**src/rtl/alu_pkg.sv**
```systemverilog
`default_nettype none
// ============================================================================
//  Module      : alu_pkg
//  Description : Shared encodings for the ALU issue stage: in_sel controls,
//                FSM state encoding, one-hot op names and the command record.
//  Revision    : 1.0 - initial release
// ============================================================================
package alu_pkg;

   // ALU input-latch control encodings
   localparam logic [2:0] IN_PERSIST = 3'b100;
   localparam logic [2:0] IN_LOAD    = 3'b010;
   localparam logic [2:0] IN_RESET   = 3'b001;

   // Issue FSM states (encoding is visible on the debug port)
   typedef enum logic [1:0] {
      ST_IDLE = 2'b00,
      ST_LOAD = 2'b01,
      ST_EXEC = 2'b10,
      ST_DONE = 2'b11
   } state_e;

   // One-hot operation selects
   localparam logic [6:0] OP_0 = 7'b1000000;
   localparam logic [6:0] OP_1 = 7'b0100000;
   localparam logic [6:0] OP_2 = 7'b0010000;
   localparam logic [6:0] OP_3 = 7'b0001000;
   localparam logic [6:0] OP_4 = 7'b0000100;
   localparam logic [6:0] OP_5 = 7'b0000010;
   localparam logic [6:0] OP_6 = 7'b0000001;

   // One queued command: operands plus operation
   typedef struct packed {
      logic [7:0] num1;
      logic [7:0] num2;
      logic [6:0] op;
   } cmd_t;

   // True when exactly one bit of the op select is set
   function automatic logic is_onehot(input logic [6:0] v);
      return (v != 7'd0) && ((v & (v - 7'd1)) == 7'd0);
   endfunction

endpackage
`default_nettype wire

```
**src/rtl/alu_cmd_fifo.sv**
```systemverilog
`default_nettype none
// ============================================================================
//  Module      : alu_cmd_fifo
//  Description : DEPTH-entry command FIFO with registered full/empty flags,
//                wrapping pointers and a separate occupancy count.
//  Revision    : 1.0 - initial release
// ============================================================================
module alu_cmd_fifo
   import alu_pkg::*;
#(
   parameter int DEPTH = 4
) (
   input  logic                     clk_i,
   input  logic                     rst_ni,
   input  logic                     push_i,
   input  cmd_t                     wdata_i,
   input  logic                     pop_i,
   output cmd_t                     rdata_o,
   output logic                     full_o,
   output logic                     empty_o,
   output logic [$clog2(DEPTH):0]   count_o
);

   localparam int              PTR_W    = $clog2(DEPTH);
   localparam logic [PTR_W:0]  CNT_ONE  = (PTR_W + 1)'(1);
   localparam logic [PTR_W:0]  CNT_FULL = (PTR_W + 1)'(DEPTH);

   cmd_t             mem_q [DEPTH];
   logic [PTR_W-1:0] wr_ptr_q;
   logic [PTR_W-1:0] rd_ptr_q;
   logic [PTR_W:0]   count_q;
   logic [PTR_W:0]   count_d;
   logic             full_q;
   logic             empty_q;
   logic             push_ok;
   logic             pop_ok;

   assign push_ok = push_i && !full_q;
   assign pop_ok  = pop_i && !empty_q;

   // Next occupancy: push and pop together leave it unchanged
   always_comb begin
      count_d = count_q;
      if (push_ok && !pop_ok) begin
         count_d = count_q + CNT_ONE;
      end else if (!push_ok && pop_ok) begin
         count_d = count_q - CNT_ONE;
      end
   end

   // Pointer, count and flag registers; flags come from the next count
   always_ff @(posedge clk_i or negedge rst_ni) begin
      if (!rst_ni) begin
         wr_ptr_q <= '0;
         rd_ptr_q <= '0;
         count_q  <= '0;
         full_q   <= 1'b0;
         empty_q  <= 1'b1;
      end else begin
         if (push_ok) wr_ptr_q <= wr_ptr_q + PTR_W'(1);
         if (pop_ok)  rd_ptr_q <= rd_ptr_q + PTR_W'(1);
         count_q <= count_d;
         full_q  <= (count_d == CNT_FULL);
         empty_q <= (count_d == '0);
      end
   end

   // Storage array; contents need no reset since empty gates every read
   always_ff @(posedge clk_i) begin
      if (push_ok) mem_q[wr_ptr_q] <= wdata_i;
   end

   assign rdata_o = mem_q[rd_ptr_q];
   assign full_o  = full_q;
   assign empty_o = empty_q;
   assign count_o = count_q;

endmodule
`default_nettype wire

```
**src/rtl/alu_issue_queue.sv**
```systemverilog
`default_nettype none
// ============================================================================
//  Module      : alu_issue_queue
//  Description : Buffers operand/op commands and sequences each one into the
//                ALU via the in_sel load/persist protocol, capturing the ALU
//                result after HOLD_CYCLES and returning it on a valid/ready port.
//  Revision    : 1.0 - initial release
// ============================================================================
module alu_issue_queue
   import alu_pkg::*;
#(
   parameter int DEPTH       = 4,
   parameter int HOLD_CYCLES = 2
) (
   input  logic        clk_i,
   input  logic        rst_ni,
   input  logic        on_i,
   input  logic        cmd_valid_i,
   output logic        cmd_ready_o,
   input  logic [7:0]  cmd_num1_i,
   input  logic [7:0]  cmd_num2_i,
   input  logic [6:0]  cmd_op_i,
   output logic        cmd_err_o,
   output logic [7:0]  num1_o,
   output logic [7:0]  num2_o,
   output logic [2:0]  in_sel_o,
   output logic [6:0]  out_sel_o,
   input  logic [7:0]  alu_out_i,
   output logic        res_valid_o,
   input  logic        res_ready_i,
   output logic [7:0]  res_data_o,
   output logic [6:0]  res_op_o,
   output logic [1:0]  state_o
);

   localparam int                   CNT_W    = $clog2(HOLD_CYCLES + 1);
   localparam logic [CNT_W-1:0]     HOLD_VAL = CNT_W'(HOLD_CYCLES);
   localparam logic [CNT_W-1:0]     CNT_ONE  = CNT_W'(1);
   localparam int                   FCNT_W   = $clog2(DEPTH) + 1;
   localparam logic [FCNT_W-1:0]    FCNT_FULL = FCNT_W'(DEPTH);

   state_e            state_q, state_d;
   logic [CNT_W-1:0]  cnt_q, cnt_d;
   logic              in_rst_q;
   logic [7:0]        num1_q, num2_q;
   logic [6:0]        out_sel_q;
   logic [7:0]        res_data_q;
   logic [6:0]        res_op_q;
   logic              cmd_err_q;

   logic              w_pop;
   logic              w_capture;
   logic              w_op_ok;
   logic              w_push;
   cmd_t              w_push_cmd;
   cmd_t              w_head;
   logic              w_fifo_full;
   logic              w_fifo_empty;
   logic [FCNT_W-1:0] w_fifo_count;

   assign w_op_ok    = is_onehot(cmd_op_i);
   assign w_push     = cmd_valid_i && !w_fifo_full && w_op_ok;
   assign w_push_cmd = '{num1: cmd_num1_i, num2: cmd_num2_i, op: cmd_op_i};

   alu_cmd_fifo #(
      .DEPTH (DEPTH)
   ) u_fifo (
      .clk_i   (clk_i),
      .rst_ni  (rst_ni),
      .push_i  (w_push),
      .wdata_i (w_push_cmd),
      .pop_i   (w_pop),
      .rdata_o (w_head),
      .full_o  (w_fifo_full),
      .empty_o (w_fifo_empty),
      .count_o (w_fifo_count)
   );

   // Issue sequencing: a new LOAD is gated by on_i; a started command always completes
   always_comb begin
      state_d   = state_q;
      cnt_d     = cnt_q;
      w_pop     = 1'b0;
      w_capture = 1'b0;
      case (state_q)
         ST_IDLE: begin
            if (on_i && !w_fifo_empty) begin
               state_d = ST_LOAD;
               w_pop   = 1'b1;
            end
         end
         ST_LOAD: begin
            state_d = ST_EXEC;
            cnt_d   = HOLD_VAL;
         end
         ST_EXEC: begin
            cnt_d = cnt_q - CNT_ONE;
            if (cnt_q == CNT_ONE) begin
               state_d   = ST_DONE;
               w_capture = 1'b1;
            end
         end
         ST_DONE: begin
            if (res_ready_i) state_d = ST_IDLE;
         end
         default: state_d = ST_IDLE;
      endcase
   end

   // State, hold counter and the post-reset in_sel flag
   always_ff @(posedge clk_i or negedge rst_ni) begin
      if (!rst_ni) begin
         state_q  <= ST_IDLE;
         cnt_q    <= '0;
         in_rst_q <= 1'b1;
      end else begin
         state_q  <= state_d;
         cnt_q    <= cnt_d;
         in_rst_q <= 1'b0;
      end
   end

   // Issue registers take the FIFO head on the pop and hold it until the next one
   always_ff @(posedge clk_i or negedge rst_ni) begin
      if (!rst_ni) begin
         num1_q    <= '0;
         num2_q    <= '0;
         out_sel_q <= '0;
      end else if (w_pop) begin
         num1_q    <= w_head.num1;
         num2_q    <= w_head.num2;
         out_sel_q <= w_head.op;
      end
   end

   // Result capture at the end of the settle window; held through DONE
   always_ff @(posedge clk_i or negedge rst_ni) begin
      if (!rst_ni) begin
         res_data_q <= '0;
         res_op_q   <= '0;
      end else if (w_capture) begin
         res_data_q <= alu_out_i;
         res_op_q   <= out_sel_q;
      end
   end

   // Single-cycle error pulse for a handshaken command with a bad op select
   always_ff @(posedge clk_i or negedge rst_ni) begin
      if (!rst_ni) begin
         cmd_err_q <= 1'b0;
      end else begin
         cmd_err_q <= cmd_valid_i && !w_fifo_full && !w_op_ok;
      end
   end

   // Full flag and occupancy count must agree
   a_full_count: assert property (@(posedge clk_i) disable iff (!rst_ni)
      w_fifo_full == (w_fifo_count == FCNT_FULL));

   assign cmd_ready_o = !w_fifo_full;
   assign cmd_err_o   = cmd_err_q;
   assign num1_o      = num1_q;
   assign num2_o      = num2_q;
   assign out_sel_o   = out_sel_q;
   assign in_sel_o    = in_rst_q ? IN_RESET :
                        (state_q == ST_LOAD) ? IN_LOAD : IN_PERSIST;
   assign res_valid_o = (state_q == ST_DONE);
   assign res_data_o  = res_data_q;
   assign res_op_o    = res_op_q;
   assign state_o     = state_q;

endmodule
`default_nettype wire

```
**config.mk**
```make
export PLATFORM = sky130hd
export DESIGN_NAME = alu_issue_queue
export DESIGN_NICKNAME = d
export VERILOG_FILES = /design/src/rtl/alu_pkg.sv /design/src/rtl/alu_cmd_fifo.sv /design/src/rtl/alu_issue_queue.sv
export SDC_FILE = /design/constraint.sdc
export NUM_CORES = 1
export LEC_CHECK = 0
export ABC_CLOCK_PERIOD_IN_PS = 2800
export CAP_MARGIN = 20
export CORE_MARGIN = 3
export CORE_UTILIZATION = 30
export CTS_CLUSTER_DIAMETER = 80
export DETAILED_ROUTE_END_ITERATION = 12
export GPL_TIMING_DRIVEN = 0
export HOLD_SLACK_MARGIN = 0.12
export SYNTH_ARGS = -nofsm -noshare
export SYNTH_HDL_FRONTEND = slang
export SYNTH_SLANG_ARGS = --single-unit
```
**constraint.sdc**
```tcl
create_clock -name clk_i -period 2.8 [get_ports clk_i]
set_input_delay 0.56 -clock clk_i [delete_from_list [all_inputs] [get_ports clk_i]]
set_output_delay 0.56 -clock clk_i [all_outputs]
set_load 0.005 [all_outputs]
```
; After elaboration in Yosys (flattened, before gate mapping)
; Memory sizes are Yosys's and may differ from the RTL's. A register that Yosys moved wholly into a read port is not among the register bits.
; Index checks and enable logic that the tools add are counted.
[totals]
regBits = 30
mem_bits_rw = 92
out_inout_bits = 46
wordCells = 63
n_memories = 1
[classes]
add_sub_neg = 6
n_eq_ne = 8
muxes = 15
n_bitwise = 1
reduce_logical = 21
[mem_list]
columns = name, words, word_bits, read_ports, rd_ports_with_merged_regs, wr, line_no
row1 = u_fifo.mem_q, 4, 23, 1, 1, 1, alu_cmd_fifo.sv:28  ; cmd_t mem_q [DEPTH];
[ops]
columns = op, count
row1 = $mux 3, 4
row2 = $logic_and 1x1->1, 9
row3 = $pmux 2 s4, 1
row4 = $and 7x7->7, 1
row5 = $logic_not 7->1, 1
row6 = $reduce_bool 7->1, 1
row7 = $sub 7x1->7 const B, 1
row8 = $logic_not 1->1, 6
row9 = $mux 1, 6
row10 = $mux 2, 3
row11 = $add 2x1->2 const B, 2
row12 = $eq 2x1->1 const B, 2
row13 = $eq 2x2->1 const B, 2
row14 = $ne 2x2->1 const B, 2
row15 = $pmux 2 s2, 1
row16 = $add 3x1->3 const B, 1
row17 = $eq 3x3->1 const B, 1
row18 = $logic_not 3->1, 1
row19 = $reduce_and 3->1, 1
row20 = $sub 3x1->3 const B, 1
row21 = $logic_not 2->1, 1
row22 = $ne 2x1->1 const B, 1
row23 = $reduce_bool 2->1, 1
row24 = $sub 2x1->2 const B, 1

; Logic depth before layout (Yosys ltp)
[depth]
word_depth = 11
depth_mapped = 10
mapped_depth_nobuf = 9

; Hierarchy
; From an unflattened synthesis, not the netlist that was laid out.
[unflattened]
cells_unflattened = 351
hier_area_um2 = 5771.8
[by_module_without_submodules]
columns = mod, instances, cells_each, area_per_inst_um2
row1 = alu_cmd_fifo, 1, 174, 3906.2
row2 = alu_issue_queue, 1, 177, 1865.5

; Worst setup path after synthesis
; OpenSTA, ideal clock, no wires.
[synth_path]
path_type = input -> register
from = in cmd_op_i[0]
to = mem u_fifo.mem_q[0][0] (netlist name), enable pin
arrival_time_ns = 2.007
setup_slack_ns = 0.412
cell_stages = 5
path_buffers = 1
cell_sequence = nor4_4 o21ai_0 a21oi_2 buf_6 and2_1
[synth_between]
elab_chain_cells = 8
word_cells_on_any_way = 9
classes_between = 1 x add/sub / 2 x mux / 1 x bitwise / 5 x reduce/logical
[synth_rtl]
columns = item, line_no
row1 = from (decl), alu_issue_queue.sv:22  ; input logic [6:0] cmd_op_i,
row2 = $sub 7x1->7, alu_pkg.sv:41  ; return (v != 7'd0) && ((v & (v - 7'd1)) == 7'd0);
row3 = $and 7x7->7, alu_pkg.sv:41
row4 = $logic_not 7->1, alu_pkg.sv:41
row5 = $logic_and 1x1->1 (*), alu_pkg.sv:41
row6 = $logic_and 1x1->1 (*), alu_issue_queue.sv:62  ; assign w_push = cmd_valid_i && !w_fifo_full && w_op_ok;
row7 = $logic_and 1x1->1 (*), alu_cmd_fifo.sv:38  ; assign push_ok = push_i && !full_q;
row8 = $mux 1 (*), alu_cmd_fifo.sv:70  ; if (push_ok) mem_q[wr_ptr_q] <= wdata_i;
row9 = $mux 1 (implied by the code) (*), alu_cmd_fifo.sv:70
row10 = to (decl), alu_cmd_fifo.sv:28
; Mark *: on every way between the ends. The rest lies on a longest branch, timed or not.

; Worst setup path after layout
[layout_path]
from = in cmd_op_i[0]
to = mem u_fifo.mem_q[0][9] (netlist name), enable pin
; The elaborated chain is that of the path after synthesis.

==> qor.yml <==
cts_htree_levels: 4
drt_iter0_drc: 169
cp_max_fo: 14
hold_ws_ps: 478
dp_hpwl_um: 7700
regArea_sq_um: 4090
fin_crit_ps: 2590
clkLatencyLatePin_ps: 420
antenna_found_initial: 0
arrival_ps: 2710
numCtsBuffers: 17
die_area_sq_um: 20600
grt_pass1_vias: 3340
ant_nets: 0
fp-row-count: 49
ir_drop_mv: 0.569
ys_ff_latch: 145
clk_path_buf_depth: 2
synth_cell_types: 36
skew_ps: 8.33
period_share: 0.926
die_h_um: 144
worst_pin_slew_ps: 769
syn-num-nets: 397
synth_top_family_by_area: "multiplexers"
cts_root_buf: "clkbuf_16"
fp.dieW_um: 144
place.gp.congestion: 0.691
run_status: "completed"
start_util: 0.311
yosys_warnings: 0
syn_inst: 350
seq_area_frac_synth: 0.720
final_hold_viol_count: 0
viasPerCell: 4.53
drv_cap: 0
final_net_count: 504
muxShareOfSynthArea: 0.126
num_vias: 3166
synth_compound_area_frac: 0.0203
multiInputGateArea_sq_um: 1480
synthToLayoutAreaGrowth_pct: 31.9
fillCellCount: 1662
final_cells: 699
syn_avg_cell_area_sq_um: 16.2
reg2reg_depth: 7
cts_tree: "built"
dp_cells: 665
io_buffer_count: 81
final_max_slew_viol_count: 0
n_antenna_cell: 0
wirelength_um: 11300
drive_gt1_frac: 0.200
endpoint_kind: "flip-flop"
setup_viol: 0
rsz0062_at_grt: "false"
overflow: 0
grt_max_degree: 34
hold_class: "reg -> reg"
whs_path_depth: 2
cts_sinks: 145
grt_pass1_wl_um: 18000
yosys.area_share.simple: 0.0795
syn_area_sq_um: 5680
p_per_area_nw_per_um2: 955
synthXorXnorAreaFrac: 0.00902
fmax_mhz: 386
grt_use_total: 0.116
p_leak_nw: 2.82
path_clk_slew_ps: 60
wl_per_cell_um: 16.1
drt_pass1_iterations: 5
synthAdderAreaFrac: 0.0242
max_slew_margin: 0.485
coreArea_sq_um: 18300
drc: 0
critical_path_class: "in -> reg"
num_io_pins: 82
cp_data_required_time_ps: 2920
start_kind: "primary input"
==> synthesized netlist by cell type (all sizes together) <==
| cell type | number | share of area |
|---|---|---|
| ha | 11 | 0.024 |
| edfxtp | 92 | 0.49 |
| a221oi | 1 | 0.0015 |
| dfstp | 2 | 0.0092 |
| buf | 5 | 0.0059 |
| a211oi | 2 | 0.0026 |
| nor4 | 1 | 0.0037 |
| nand2b | 2 | 0.0022 |
| or2 | 1 | 0.0011 |
| xnor2 | 5 | 0.0090 |
| nor3b | 3 | 0.0040 |
| inv | 13 | 0.0086 |
| nor2 | 5 | 0.0037 |
| o21ai | 8 | 0.0070 |
| conb | 1 | 0.00066 |
| and2 | 4 | 0.0044 |
| mux4 | 23 | 0.091 |
| nor3 | 1 | 0.00088 |
| a41oi | 1 | 0.0029 |
| nand2 | 79 | 0.052 |
| o32a | 1 | 0.0018 |
| a21oi | 3 | 0.0033 |
| nor2b | 4 | 0.0044 |
| nand3 | 2 | 0.0018 |
| dfrtp | 51 | 0.22 |
| mux2 | 15 | 0.030 |
| o22ai | 1 | 0.0011 |
| mux2i | 3 | 0.0053 |
| clkbuf | 9 | 0.0059 |
| or3 | 1 | 0.0011 |
==> repair_timing <==
action | CTS | global route
gates resized for setup | 4 | 0
endpoints found under the hold margin | 15 | 0
pin swaps | 0 | 1
buffers inserted | 0 | 1
hold buffers | 1 | 0
setup endpoints to repair | 62 | 44
==> per-layer routing <==
metal,up-vias,track usage,wire length (um)
met2,88,0.184,5340
met1,1577,0.150,5170
met5,-,0,0
li1,1488,-,-
met4,0,0.0441,158
met3,13,0.0383,618
==> state kept, by name, indices dropped and copies added, names as in the netlist, 2 cells and up <==
signal,flops
num1_o,8
u_fifo.count_o,3
num2_o,8
u_fifo.rd_ptr_q,2
out_sel_o,7
res_data_o,8
u_fifo.mem_q,92
cnt_q,2
state_o,2
res_op_o,7
u_fifo.wr_ptr_q,2
==> worst paths after layout <==
kind                                            to  slack [ps]        start
worst max-delay path            u_fifo.mem_q[0][9]         210  cmd_op_i[0]
worst min-delay path                     num1_o[0]         480    num1_o[0]
worst max register to register           num2_o[4]         620   state_o[1]
max in group asynchronous           u_fifo.empty_o        1510       rst_ni
min in group asynchronous            res_data_o[5]         660       rst_ni
worst min register to register           num1_o[0]         480    num1_o[0]
==> cells in the final DEF, fill, tap and decap left out, drive strengths merged, types with 3 or more instances in the layout <==
cell type | synthesis | layout
xnor2 | 5 | 5
nand2 | 79 | 79
clkdlybuf4s50 | 0 | 80
ha | 11 | 11
nor2b | 4 | 4
mux2 | 15 | 15
edfxtp | 92 | 92
mux2i | 3 | 3
clkbuf | 9 | 28
clkinvlp | 0 | 3
inv | 13 | 17
nor2 | 5 | 5
o21ai | 8 | 8
clkinv | 0 | 5
a21oi | 3 | 3
and2 | 4 | 4
nor3b | 3 | 3
dfrtp | 51 | 51
buf | 5 | 12
mux4 | 23 | 23
==> power breakdown <==
group	internal (W)	switching, W	leakage, nW
Sequential	0.00266	0.000212	1.48
Clock	0.00126	0.000896	0.271
Combinational	0.00121	0.000930	1.08
==> per-stage QoR <==
step	worst slack, ps	instance area, sq um	TNS [ps]	power, W	utilization
6_report	207	7500	0	0.00716	0.410
3_3_place_gp	-844	6780	-105150	0.00500	0.371
5_1_grt	79.6	7500	0	0.00760	0.410
3_5_place_dp	-586	6910	-45630	0.00509	0.378
2_1_floorplan	412	5680	0	0.00406	-
4_1_cts	77.4	7490	0	0.00727	0.410
==> final cells by class <==
| class | instances | area share |
|---|---|---|
| clock buffers | 19 | 0.0591 |
| multi-input cells | 178 | 0.198 |
| inverters | 13 | 0.00651 |
| flip-flops and latches | 145 | 0.546 |
| repair buffers | 88 | 0.127 |
| well taps | 229 | 0.0382 |
| clock inverters | 13 | 0.0170 |
| plain buffers | 14 | 0.00901 |
==> critical path: stages <==
cell	delay, ps
clkdlybuf4s50_1	560
nor4_4	360
o21ai_0	220
a21oi_2	270
buf_6	170
and2_2	360
buf_16	200
==> logic make-up after synthesis <==
kind of cell | after synthesis
XOR/XNOR | 5
AO/OA/AOI/OAI | 17
flip-flops | 145
other | 1
buffers and inverters | 27
multiplexers | 41
adder cells (fa/ha/maj) | 11
AND/OR/NAND/NOR | 103
(Power assumes the default switching activity.)
